--- src/rtl/d_cache_mem_ctrl.sv ---
// Data-cache line mover: write-back and refill bursts between a cache and word-wide memory.
// Optional build macro D_CACHE_WB_REFILL_EN chains a victim writeback directly into a refill.
module d_cache_mem_ctrl #(
    parameter int ADDR_WIDTH       = 17,
    parameter int LEN              = 32,
    parameter int LINE_WORDS       = 4,
    parameter int ENTRY_INDEX_SIZE = 3
) (
    input  logic                       clk,
    input  logic                       rst_n,
    input  logic                       req_valid,
    output logic                       req_ready,
    input  logic                       req_write,
    input  logic                       req_refill,
    input  logic [ADDR_WIDTH-1:0]      req_addr,
    input  logic [ADDR_WIDTH-1:0]      req_wb_addr,
    input  logic [LINE_WORDS*LEN-1:0]  req_wdata,
    output logic                       resp_valid,
    output logic [LINE_WORDS*LEN-1:0]  resp_rdata,
    output logic [1:0]                 d_cache_mem_vis_signal,
    output logic [ADDR_WIDTH-1:0]      d_cache_mem_vis_addr,
    output logic [ENTRY_INDEX_SIZE-1:0] length,
    output logic [LEN-1:0]             writen_data,
    input  logic [LEN-1:0]             mem_data,
    input  logic [1:0]                 mem_status
);

    // state | meaning
    // IDLE  | waiting for a request, req_ready high
    // WRITE | one MEM_WRITE beat per cycle, LINE_WORDS beats
    // READ  | one MEM_READ_BURST beat per cycle, LINE_WORDS beats
    // TAIL  | MEM_NOP while the last read word arrives
    // DONE  | resp_valid pulse, then back to IDLE

    localparam logic [1:0] MEM_NOP        = 2'b00;
    localparam logic [1:0] MEM_WRITE      = 2'b01;
    localparam logic [1:0] MEM_READ_BURST = 2'b10;

    localparam int BW  = $clog2(LINE_WORDS);
    localparam int OFF = BW + 2;
    localparam logic [BW-1:0]         LAST       = BW'(LINE_WORDS - 1);
    localparam logic [ADDR_WIDTH-1:0] ALIGN_MASK = ~(ADDR_WIDTH'((1 << OFF) - 1));

    typedef enum logic [2:0] {IDLE, WRITE, READ, TAIL, DONE} state_t;

    state_t                    state, state_nxt;
    logic [BW-1:0]             beat, beat_nxt;
    logic [ADDR_WIDTH-1:0]     wr_base, rd_base, beat_off;
    logic [LINE_WORDS*LEN-1:0] wline, stage, stage_nxt, rdata_q;
    logic                      do_refill;
    logic                      cap_en;
    logic [BW-1:0]             cap_idx;
    logic                      unused_ok;

    assign unused_ok  = ^{req_refill, req_wb_addr, mem_status};
    assign req_ready  = (state == IDLE);
    assign resp_valid = (state == DONE);
    assign resp_rdata = rdata_q;
    assign beat_off   = ADDR_WIDTH'({beat, 2'b00});

    always_comb begin
        state_nxt = state;
        beat_nxt  = beat;
        case (state)
            IDLE: begin
                beat_nxt = '0;
                if (req_valid) state_nxt = req_write ? WRITE : READ;
            end
            WRITE: begin
                if (beat == LAST) begin
                    beat_nxt  = '0;
                    state_nxt = do_refill ? READ : DONE;
                end else begin
                    beat_nxt = beat + 1'b1;
                end
            end
            READ: begin
                if (beat == LAST) begin
                    beat_nxt  = '0;
                    state_nxt = TAIL;
                end else begin
                    beat_nxt = beat + 1'b1;
                end
            end
            TAIL:    state_nxt = DONE;
            DONE:    state_nxt = IDLE;
            default: state_nxt = IDLE;
        endcase
    end

    // Read word for beat k arrives one cycle after its address beat
    always_comb begin
        stage_nxt = stage;
        if (cap_en) stage_nxt[cap_idx*LEN +: LEN] = mem_data;
    end

    always_comb begin
        d_cache_mem_vis_signal = MEM_NOP;
        d_cache_mem_vis_addr   = '0;
        length                 = '0;
        writen_data            = '0;
        case (state)
            WRITE: begin
                d_cache_mem_vis_signal = MEM_WRITE;
                d_cache_mem_vis_addr   = wr_base + beat_off;
                length                 = ENTRY_INDEX_SIZE'(LINE_WORDS);
                writen_data            = wline[beat*LEN +: LEN];
            end
            READ: begin
                d_cache_mem_vis_signal = MEM_READ_BURST;
                d_cache_mem_vis_addr   = rd_base + beat_off;
            end
            default: ;
        endcase
    end

    always_ff @(posedge clk) begin
        if (!rst_n) begin
            state     <= IDLE;
            beat      <= '0;
            wr_base   <= '0;
            rd_base   <= '0;
            wline     <= '0;
            stage     <= '0;
            rdata_q   <= '0;
            do_refill <= 1'b0;
            cap_en    <= 1'b0;
            cap_idx   <= '0;
        end else begin
            state   <= state_nxt;
            beat    <= beat_nxt;
            stage   <= stage_nxt;
            cap_en  <= (state == READ);
            cap_idx <= beat;
            if (state == TAIL) rdata_q <= stage_nxt;
            if (state == IDLE && req_valid) begin
                wline   <= req_wdata;
                rd_base <= req_addr & ALIGN_MASK;
`ifdef D_CACHE_WB_REFILL_EN
                if (req_write && req_refill) begin
                    wr_base   <= req_wb_addr & ALIGN_MASK;
                    do_refill <= 1'b1;
                end else begin
                    wr_base   <= req_addr & ALIGN_MASK;
                    do_refill <= 1'b0;
                end
`else
                wr_base   <= req_addr & ALIGN_MASK;
                do_refill <= 1'b0;
`endif
            end
        end
    end

endmodule

--- config.mk ---
export PLATFORM = sky130hd
export DESIGN_NAME = d_cache_mem_ctrl
export DESIGN_NICKNAME = d
export VERILOG_FILES = /design/src/rtl/d_cache_mem_ctrl.sv
export SDC_FILE = /design/constraint.sdc
export NUM_CORES = 1
export LEC_CHECK = 0
export CAP_MARGIN = 30
export CORE_ASPECT_RATIO = 2
export CORE_MARGIN = 3
export CORE_UTILIZATION = 45
export DETAILED_ROUTE_END_ITERATION = 12
export MAX_ROUTING_LAYER = met4
export PLACE_DENSITY = 0.74
export SLEW_MARGIN = 20
export SYNTH_ARGS = -nofsm -noshare
export SYNTH_HDL_FRONTEND = slang
export SYNTH_SLANG_ARGS = --single-unit
--- constraint.sdc ---
create_clock -name clk -period 2.1 [get_ports clk]
set_input_delay 0.42 -clock clk [delete_from_list [all_inputs] [get_ports clk]]
set_output_delay 0.42 -clock clk [all_outputs]
set_load 0.02 [all_outputs]
; Yosys cells after proc, flatten, opt, wreduce, memory -nomap -nowiden
; Cells that the tools add are included.
[classes]
addsub = 3
n_eq_ne = 8
shift = 3
n_mux = 13
reduce_logical = 5
[ops]
columns = cell, count
row1 = bitwise mux 128 bit, 1
row2 = two-way mux 128 bit, 1
row3 = "variable shift 32 x 34 -> 128 bit, first input constant", 1
row4 = variable part select 128 x 8 -> 32 bit, 1
row5 = variable part select 32 x 34 -> 128 bit, 1
row6 = negator 7 -> 34 bit, 1
row7 = two-way mux 32 bit, 1
row8 = adder 17 x 4 -> 17 bit, 1
row9 = two-way mux 17 bit, 1
row10 = two-way mux 3 bit, 4
row11 = one-hot mux 3 bit (4 select lines), 1
row12 = one-hot mux 2 bit (2 select lines), 2
row13 = "== test 3 x 2 -> 1 bit, second input constant", 2
row14 = "!= test 2 bit, second input constant", 3
row15 = two-way mux 2 bit, 2
row16 = "== test 3 x 1 -> 1 bit, second input constant", 1
row17 = "== test 3 bit, second input constant", 1
row18 = logical NOT 3 bit, 1
row19 = AND reduction 3 bit, 1
row20 = "adder 2 x 1 -> 2 bit, second input constant", 1
row21 = "== test 2 bit, second input constant", 1
row22 = nonzero test 2 bit, 1
row23 = OR reduction 2 bit, 1
row24 = logical AND 1 bit, 1
[word_totals]
regBits = 405
in_bits = 201
out_inout_bits = 184
elab_cells = 40

; Logic depth before layout (Yosys ltp)
[logic_depth]
depth_word = 4
depth_mapped = 7
depth_no_buf = 5

; Least setup slack after synthesis
; No wires, ideal clock.
[synth_path]
kind = flip-flop to output port
startpoint = reg beat[0]
endpoint = out writen_data[10]
arrival_ps = 1486
t_required_ps = 1680
path_slack_ps = 194
stages_incl_launch_ff = 5
n_path_buf = 2
path_cell_list = dfxtp_1 > buf_2 > buf_4 > mux4_2 > and2_1
[synth_between]
elab_chain_len = 2
[synth_lines]
columns = element, line_no
row1 = "start, declared", 47  ; logic [BW-1:0] beat, beat_nxt;
row2 = "start signal, assigned", 131  ; beat <= beat_nxt;
row3 = variable part select 128 x 8 -> 32 bit, 107  ; writen_data = wline[beat*LEN +: LEN];
row4 = two-way mux 32 bit, 102  ; case (state)
row5 = "end, declared", 23  ; output logic [LEN-1:0] writen_data,
; Every way passes these cells.

; Worst setup path in the final report
[layout_path]
startpoint = reg beat[0]
endpoint = out writen_data[17]
; Same word-level chain as after synthesis.

==> metrics.md <==
| Metric | Value |
|---|---|
| Busiest layer in global routing | met2 |
| FF-to-FF path depth | 8 |
| Placed cell area | 20,020 um2 |
| P&R area growth vs syn | 35.08% |
| Max-slew headroom | 0.4629 |
| CP Launch Type | register |
| Drt total wl | between 50 and 60 mm |
| Post-route ant nets | 0 |
| Mux share of post-synthesis cell area | 0.04511 |
| R2R Setup Slk | 0.08 ns |
| Max-Cap Viols | 0 |
| Top post-synthesis cells by area | dfxtp_1 (51%), o21ai_0 (7.7%), mux4_2 (4.5%), nand3_1 (4.4%), nor2b_1 (4.2%) |
| Synthesized area | 15,980 um2 |
| CTS tree | done |
| Hold Crit Depth | 3 |
| Final Skew | approximately 0.014 ns |
| CP Class | reg -> out |
| Critical Path Fanout Max | 8 |
| Final Slew Violations | 0 |
| Final setup vio count | 38 |
| Total gr overflow | 0 |
| Hold WC Path Type | in -> reg |
| Initial DRT Pass Iterations | 6 |
| Post-route core utilization | 0.6152 |
| Die Wd | 139.2 um |
| Die Ht | approximately 270 um |
| Clk buf depth | 3 |
| Met1 usage | 0.2647 |
| Port Buffers | 356 |
| First-pass GRT wire length | 77.62 mm |
| CTS root buf | clkbuf_16 |
| # nets final | roughly 2.3k |
| Slew at the pin with the worst max-slew slack | approximately 0.81 ns |
| Worst-skew pair later-pin latency | roughly 0.53 ns |
| Failing checks | setup timing |
| PD cells | 789.0 nW/um2 |
| Post-Layout Inst Area | around 22,000 um2 |
| Share of cells above drive strength 1 | 0.1365 |
| Max VDD drop | 0.7411 mV |
| Tot GR Track Use | 0.2645 |
| First-iteration detailed-routing DRC count | approximately 1,000 |
| Initial antenna violation count | 0 |
| Gpl congestion | 0.8708 |
| #FFs+latches synth | 405 |
| Vias per inst | 5.691 |
| Post-route worst setup slack | -0.3218 ns |
| Sequential share of the synthesized area | 0.5075 |
| # rows | 97 |
| Hold Fails Final Rpt | 0 |
| Post-synth top area cell | dfxtp_1 |
| Status | complete, but fails checks |
| RSZ-0062 raised after global routing | true |
| Share of the synthesized area in the top cell type | 0.5075 |
| Clk sinks | 405 |
| Hold Path Sink | wline[9] |
| Leakage Power | 0.007798 uW |
| Launch point of the worst reg-to-reg path | cap_idx[1] |
| Post-synthesis xor/xnor area fraction | 0.0005482 |
| I/O pins | 385 |
| Post-DR wirelength/cell | 20.41 um |
| Hold Path Origin | rst_n |
| Total chip power | 17,030 uW |
| Main combinational cell family by area after synthesis | compound AO/OA/AOI/OAI gates |
| Count of different cell masters after synthesis | 39 |
| Crit Reg-Reg Endpoint | resp_rdata[103] |
| Die area | about 38,000 um2 |
| Fillcell total | between 2k and 3k |
| ANT cells | 0 |
| Initial Utilization | 0.4555 |
| Largest net degree at the start of global routing | 89 |
| Period minus WS final | around 2.4 ns |
| Final worst-path cycle share | 1.153 |
| Met3 track demand over resource | 0.04041 |
| # hold bufs at CTS | 0 |
| Clk slew on worst S/H paths | 0.07 ns |
| Compound-Gate Fraction of Synth Area | 0.2058 |
| Core area | 35,070 um2 |
| DRC Markers | 0 |
| Syn_area_per_cell | 9.129 um2 |
| Worst setup EP type | output port |
| Yosys warns | 0 |
| Synth Area in Adders | 0.004699 |
| Simple-Gate Fraction of Synth Area | 0.1788 |
| Mapped Cells | 1,750 |
| Met2 Resource Use GR | 0.4736 |
| Vias | 14.29k |
| Crit path DAT | about 2.0 ns |
| H-Tree Depth | 2 |
| F_max | 0.4129 GHz |
| Worst endpoint required time | 1.68 ns |
| CTS Buf Count | 36 |
| Detail Placement HPWL | 35.14 mm |
| Vias in the first global route | 14.02k |
[worst max path at each step]
stage | startpoint | end | slack, ns | cells after the start
CTS | beat[0] | writen_data[25] | -0.38 | 5
detailed placement | beat[0] | writen_data[5] | -0.26 | 4
global route | beat[0] | writen_data[17] | -0.38 | 5
finish | beat[0] | writen_data[17] | -0.32 | 5
floorplan | beat[0] | writen_data[10] | 0.19 | 4
global placement | beat[0] | writen_data[5] | -0.25 | 4
[cells by family (layout without fill, tap and decap cells)]
| logic type | after synthesis | after routing |
|---|---|---|
| AOI/OAI and AO/OA | 564 | 564 |
| xor gates and xnor gates | 1 | 1 |
| adders and majority gates | 6 | 6 |
| buffers and inverters | 192 | 505 |
| DFF | 405 | 405 |
| muxes | 32 | 32 |
| other | 1 | 4 |
| and+or+nand+nor | 549 | 549 |
[registers in the layout, summed over array words and instances, names as in the netlist]
register / count
beat: 2
cap_en: 1
cap_idx: 2
resp_rdata: 128
stage: 128
state: 3
wline: 128
wr_base: 13
[routing by layer]
layer	routed length [um]	part of all wire
met1	17620	0.34
met2	27110	0.53
met3	2572	0.050
met4	3944	0.077
met5	0	0
[cells in the final DEF, fill, tap and decap left out, types with 3 or more instances in the layout]
master           count
and3_1              23
nor3b_4              3
nand3_1            141
and2_4              42
dfxtp_4              3
nor2_1               4
o21ai_0            245
inv_1                4
buf_2                5
nor2b_1            106
o21ai_1             25
dfxtp_1            400
buf_6               46
clkbuf_1             6
a32oi_1             49
clkdlybuf4s50_1    303
buf_8                6
a21oi_1            106
nand4_1             24
mux4_2              32
a21boi_1            24
clkinv_2             6
buf_12              23
a21boi_0            32
buf_4               52
and2_1              24
clkbuf_8             8
nand2_1            170
clkbuf_16           38
a31oi_1             56
a22oi_1             23
conb_1               4
ha_1                 6
[metrics by stage]
step / hold WS (ns) / instances / setup TNS (ns) / setup slack [ns]
detailed placement: 0.4403 / 2432 / -5.383 / -0.2604
CTS: 0.3008 / 2504 / -9.806 / -0.3828
global placement: 0.4353 / 2432 / -5.150 / -0.2520
global route: 0.3488 / 2511 / -11.59 / -0.3850
finish: 0.3243 / 2511 / -8.654 / -0.3218
floorplan: 0.4254 / 1753 / 0 / 0.1942
[cells in the mapped netlist]
master and number:
a2111oi_0 1, nor3b_2 3, inv_1 4, nor2_1 4, buf_6 10, o32ai_1 1
and3_1 23, conb_1 1, nor3b_1 2, mux4_2 32, o21ai_0 245, nand3_1 141
a31o_2 1, nor2_2 1, nand4_1 24, o21ai_1 25, a21boi_1 24, nand2b_1 2
clkbuf_1 108, buf_4 14, nor2b_1 108, ha_1 6, a21oi_1 106, and3b_1 1
nand2_1 170, dfxtp_1 405, and2_1 66, nor4b_2 1, nor4bb_1 1, clkbuf_2 4
buf_2 49, a22oi_1 23, a21boi_0 32, buf_1 3, xnor2_1 1, a31oi_1 56
a32oi_1 49, a211oi_1 1, nor3_1 2
[area by class of cell]
cell class              instances  area, um2  share of cell area
multi-input cells            1156       7144              0.3311
clock buffers                  50       1033             0.04789
well taps                     445      556.8             0.02580
flip-flops and latches        405       8122              0.3764
inverters                       4      15.01           0.0006958
clock inverters                10      92.59            0.004291
repair buffers                441       4616              0.2139
[what timing repair did]
item                                    CTS  global route
pin swaps                                21            11
cloned                                    1             2
endpoints found under the setup margin   52            60
setup buffers                            11             5
resized for setup                       291            74
[power by group]
group | switching [uW] | total (uW) | internal, uW
registers | 194 | 8200 | 8010
logic | 1210 | 2370 | 1160
clock network | 2890 | 6460 | 3570
total | 4290 | 17000 | 12700
[worst max-delay path, stage by stage (launching register included)]
cell,delay [ns]
dfxtp_4,0.41
buf_12,0.15
buf_8,0.12
mux4_2,0.50
and2_4,0.16
buf_6,0.12
No activity file was read; power rests on OpenSTA's default activity.
